### config.mk
export PLATFORM = sky130hd
export DESIGN_NAME = node_writeback
export DESIGN_NICKNAME = d
export VERILOG_FILES = /design/src/rtl/nn_mem_pkg.sv /design/src/rtl/node_writeback.sv
export SDC_FILE = /design/constraint.sdc
export NUM_CORES = 1
export LEC_CHECK = 0
export BUFFER_PORTS_ARGS = -buffer_cell sky130_fd_sc_hd__buf_2
export CELL_PAD_IN_SITES_DETAIL_PLACEMENT = 1
export CELL_PAD_IN_SITES_GLOBAL_PLACEMENT = 1
export CORE_ASPECT_RATIO = 0.9
export CORE_MARGIN = 1
export CORE_UTILIZATION = 37
export DETAILED_ROUTE_END_ITERATION = 10
export HOLD_SLACK_MARGIN = 0.02
export PLACE_DENSITY = 0.72
export REMOVE_ABC_BUFFERS = 1
export SETUP_SLACK_MARGIN = 0.05
export SYNTH_ARGS = -nofsm -noshare
export SYNTH_HDL_FRONTEND = slang
export SYNTH_SLANG_ARGS = --single-unit
### constraint.sdc
create_clock -name iclk -period 11 [get_ports iclk]
set_input_delay 2.2 -clock iclk [delete_from_list [all_inputs] [get_ports iclk]]
set_output_delay 2.2 -clock iclk [all_outputs]
set_load 0.02 [all_outputs]
### src/rtl/nn_mem_pkg.sv
// Shared constants and types for the neural block-memory node ports.
package nn_mem_pkg;

  localparam int unsigned NODES          = 16;
  localparam int unsigned NODE_W         = 16;
  localparam int unsigned ADDR_W         = 16;
  localparam int unsigned MEM_DEPTH_LOG2 = 11;
  localparam int unsigned CNT_W          = $clog2(NODES + 1);
  localparam int unsigned IDX_W          = $clog2(NODES);

  typedef logic [NODE_W-1:0] node_t;
  typedef node_t [NODES-1:0] node_vec_t;

  typedef enum logic [1:0] {
    IDLE  = 2'd0,
    WRITE = 2'd1,
    DONE  = 2'd2
  } wb_state_t;

  // Clamp a requested node count to the vector size.
  function automatic logic [CNT_W-1:0] sat_count(input logic [CNT_W-1:0] cnt);
    return (cnt > CNT_W'(NODES)) ? CNT_W'(NODES) : cnt;
  endfunction

endpackage

### src/rtl/node_writeback.sv
// Serializes a captured node vector into single-word block-memory writes,
// yielding the data port to CPU stores whenever they are present.
module node_writeback
  import nn_mem_pkg::*;
(
  input  logic              iclk,
  input  logic              irst,
  input  logic              iStart,
  input  logic [ADDR_W-1:0] iBaseAddr,
  input  logic [CNT_W-1:0]  iCount,
  input  node_t             iNodes [NODES-1:0],
  input  logic              iCpuWrite,
  output logic              oReady,
  output logic              oBusy,
  output logic              oDataWrite,
  output logic [ADDR_W-1:0] oDataAddr,
  output logic [NODE_W-1:0] oData,
  output logic              oDone
);

  wb_state_t          state_q, state_d;
  logic [IDX_W-1:0]   idx_q, idx_d;
  logic [CNT_W-1:0]   cnt_q, cnt_d;
  logic [ADDR_W-1:0]  base_q, base_d;
  node_vec_t          buf_q, buf_d;
  logic [ADDR_W-1:0]  addr_q, addr_d;
  logic [NODE_W-1:0]  data_q, data_d;
  logic               ready_q, ready_d;
  logic               busy_q, busy_d;
  logic               done_q, done_d;

  logic               wr_c;
  logic [CNT_W-1:0]   req_cnt_c;
  logic [IDX_W-1:0]   idx_nxt_c;
  logic               last_c;

  // Port arbitration: a CPU store always wins the data port.
  assign wr_c = (state_q == WRITE) && !iCpuWrite;

  assign req_cnt_c = sat_count(iCount);
  assign idx_nxt_c = idx_q + IDX_W'(1);
  assign last_c    = (CNT_W'(idx_q) + CNT_W'(1)) == cnt_q;

  // Next-state, capture and write-pointer logic.
  always_comb begin
    state_d = state_q;
    idx_d   = idx_q;
    cnt_d   = cnt_q;
    base_d  = base_q;
    buf_d   = buf_q;
    addr_d  = addr_q;
    data_d  = data_q;

    case (state_q)
      IDLE: begin
        if (iStart) begin
          cnt_d  = req_cnt_c;
          base_d = iBaseAddr;
          idx_d  = '0;
          for (int k = 0; k < int'(NODES); k++) begin
            buf_d[k] = iNodes[k];
          end
          addr_d  = iBaseAddr;
          data_d  = iNodes[0];
          state_d = (req_cnt_c == '0) ? DONE : WRITE;
        end
      end
      WRITE: begin
        if (wr_c) begin
          idx_d  = idx_nxt_c;
          addr_d = base_q + ADDR_W'(idx_nxt_c);
          data_d = buf_q[idx_nxt_c];
          if (last_c) begin
            state_d = DONE;
          end
        end
      end
      DONE: begin
        state_d = IDLE;
      end
      default: begin
        state_d = IDLE;
      end
    endcase
  end

  // Status outputs are decoded from the next state so they register cleanly.
  always_comb begin
    ready_d = (state_d == IDLE);
    busy_d  = (state_d == WRITE);
    done_d  = (state_d == DONE);
  end

  // State and datapath registers with asynchronous reset.
  always_ff @(posedge iclk or posedge irst) begin
    if (irst) begin
      state_q <= IDLE;
      idx_q   <= '0;
      cnt_q   <= '0;
      base_q  <= '0;
      buf_q   <= '0;
      addr_q  <= '0;
      data_q  <= '0;
      ready_q <= 1'b1;
      busy_q  <= 1'b0;
      done_q  <= 1'b0;
    end else begin
      state_q <= state_d;
      idx_q   <= idx_d;
      cnt_q   <= cnt_d;
      base_q  <= base_d;
      buf_q   <= buf_d;
      addr_q  <= addr_d;
      data_q  <= data_d;
      ready_q <= ready_d;
      busy_q  <= busy_d;
      done_q  <= done_d;
    end
  end

  assign oReady     = ready_q;
  assign oBusy      = busy_q;
  assign oDataWrite = wr_c;
  assign oDataAddr  = addr_q;
  assign oData      = data_q;
  assign oDone      = done_q;

endmodule

==> results.tsv <==
metric	value	unit
worst_clock_skew	0.00917	ns
routed_wl	43100	µm
fmax	173	MHz
routedWlPerCell	18.1	µm
hp-class	flip-flop to flip-flop	
synthSimpleGateAreaFrac	0.259	
antenna_left	0	
num_vias	11801	
yosysSeqAreaShare	0.548	
fin_ws	5.21	ns
synth_xor_area_frac	0.0119	
status	complete, no violations	
p_int	3330	µW
drive_gt1_frac	0.248	
synthAdderAreaFrac	0.00569	
synth_top_family_by_area	simple AND/OR/NAND/NOR gates	
fin_crit	5.79	ns
rsz0062_at_grt	no	
cts_resized	0	
grt_max_degree	233	
coreArea	0.0385	mm²
max_cap_viol_count	0	
critPathLaunch	iCpuWrite	
p_clk_frac	0.213	
syn_avg_cell_area	9.32	µm²
final_nets	2116	
area_growth	21.0	%
syn_inst	1558	
grt_use_total	0.220	
critPathKind	primary input to output port	
die_h	190	µm
viasPerCell	4.95	
crit_path_end_kind	output port	
clk_latency	0.51	ns
fin_setup_tns	0	ns
period_share	0.526	
cts_hold_buf	0	
synth_compound_area_frac	0.0387	
grt_overflow	0	
rows	68	
postPlaceCellArea	0.0164	mm²
tightest_slew	1.29	ns
p_seq_frac	0.379	
ios	317	
ir_worst_vdd	0.000217	V
chipWidth	211	µm
min_from	buf_q[199]	
port_buffers	316	
finalPower	5390	µW
grt_pass1_wl	68900	µm
holdWs	0.466	ns
synth_edf_count	0	
relSlewSlack	0.138	
grt_pass1_vias	12656	
ys.warnings.count	0	
leakage	0.00916	µW
crit_path_max_fanout	28	
synth_mux_area_frac	0.103	
initial_core_util	0.377	
antenna_found_initial	9	
syn-cell-area	0.0145	mm²
clockBufferDepth	3	
finalHoldViolations	0	
cts_tree	done	
ys_ff_latch	318	
post-place-ws	5.20	ns
cts_htree_levels	2	
drtIter0Drc	691	
gp_congestion	0.782	
cp-start-kind	primary input	
p_switching	2060	µW
cts_made_buffers	36	
dp.final_hpwl	27800	µm
async_flop_share	1.00	
design.die.area	0.0400	mm²
cts.sinks	318	
maxSlewViolCount	0	
critical_path_arrival	3.59	ns
synthDistinctLibCells	48	
finalInstanceArea	0.0176	mm²
power.density	307	mW/mm²
setup_violations	0	
drc	0	
drt_first_pass_iters	4	
timing.rr.start	idx_q[0]	
netSwitchingFraction	0.382	
cp_data_required_time	8.80	ns
cts.clk_slew.worst_paths	0.06	ns
cts_setup_buffers	0	
yosys_most_used_dff	dfrtp_1	
root_buffer	clkbuf_16	
p_comb_frac	0.408	
## placed cells by master (no fill, tap or decap), types with 2 or more instances in the layout
cell type	count
nand2_1	909
dfrtp_1	316
buf_2	316
mux4_2	64
clkbuf_16	37
nand3_1	24
o21ai_0	21
a22o_1	16
a32oi_1	16
clkbuf_1	14
xnor2_1	12
buf_4	12
a21oi_1	8
a22oi_1	8
nor2_1	7
diode_2	6
nor3_1	6
clkbuf_8	6
mux2i_1	5
xor2_1	4
nand3b_1	4
ha_1	4
nand4_1	3
inv_2	3
nor2_4	3
clkinv_2	3
a21o_1	2
a211oi_1	2
nor2b_1	2
or2_2	2
## worst max-delay path, cell delays in order
cell	delay, ns
buf_2	0.10
or3b_2	0.85
inv_2	0.24
buf_2	0.20
## layout make-up
class | count | area [µm²]
Fill cell | 4563 | 21000
Sequential cell | 318 | 7960
Timing Repair Buffer | 329 | 1690
Tap cell | 525 | 657
Inverter | 5 | 26.3
Clock inverter | 4 | 45.0
Antenna cell | 6 | 15.0
Clock buffer | 57 | 1060
Multi-Input combinational cell | 1139 | 6100
## path summary, 6_finish.rpt
path	endpoint	slack, ns	depth (start not counted)
min in group asynchronous	buf_q[73]	1.88	2
worst min register to register	buf_q[199]	0.47	2
worst max register to register	oDataAddr[15]	6.93	10
max in group asynchronous	idx_q[0]	7.50	3
worst max-delay path	oDataWrite	5.21	4
worst min-delay path	buf_q[199]	0.47	2
## power groups by stage
stage          Combinational (µW)  Sequential (µW)  Clock (µW)
3_5_place_dp                 2240             2060           0
6_report                     2200             2040        1150
5_1_grt                      2460             2120        1230
4_1_cts                      2250             2050        1180
3_3_place_gp                 2170             2030           0
2_1_floorplan                1650             2070           0
## layer usage
layer,routed length [µm],vias up,part of all wire,track usage
li1,-,5581,-,-
met1,19100,5882,0.44,0.296
met2,20900,270,0.48,0.365
met3,2340,60,0.054,0.0449
met4,748,8,0.017,0.0504
met5,50,-,0.0012,0
## cell usage after synthesis (3+ instances only)
library cell,number,area share
mux4_2,64,0.099
buf_4,5,0.0026
a22o_1,16,0.0097
nand3b_1,4,0.0021
o21ai_0,21,0.0072
nand4_1,3,0.0013
nand2_1,909,0.24
a22oi_1,8,0.0041
clkbuf_1,45,0.012
xor2_1,4,0.0024
inv_2,3,0.00078
ha_1,5,0.0043
dfrtp_1,317,0.55
buf_2,42,0.014
nor2_1,7,0.0018
xnor2_1,12,0.0072
a32oi_1,16,0.0097
nand3_1,24,0.0083
nor3_1,6,0.0021
a21oi_1,8,0.0028
mux2i_1,5,0.0034
## state kept, by name (all words and copies together), names as in the netlist
| register | flops |
|---|---|
| oDataAddr | 16 |
| idx_q | 4 |
| oBusy | 1 |
| oData | 16 |
| cnt_q | 5 |
| base_q | 16 |
| state_q | 2 |
| buf_q | 256 |
| oDone | 1 |
| oReady | 1 |
## cell families (layout without fill, tap and decap cells)
group,count (synthesis),count (layout)
simple gates,968,968
xor+xnor,18,18
compound gates,78,78
other cells,0,6
buf+inv,101,395
mux,69,69
flops,318,318
fa+ha+maj,6,6
## through the flow
step / std cells / util
floorplan: 1462 / -
global placement: 2316 / 0.427
detailed placement: 2316 / 0.427
CTS: 2377 / 0.455
global route: 2378 / 0.455
finish: 2383 / 0.456
Power figures use the tool's default switching activity.
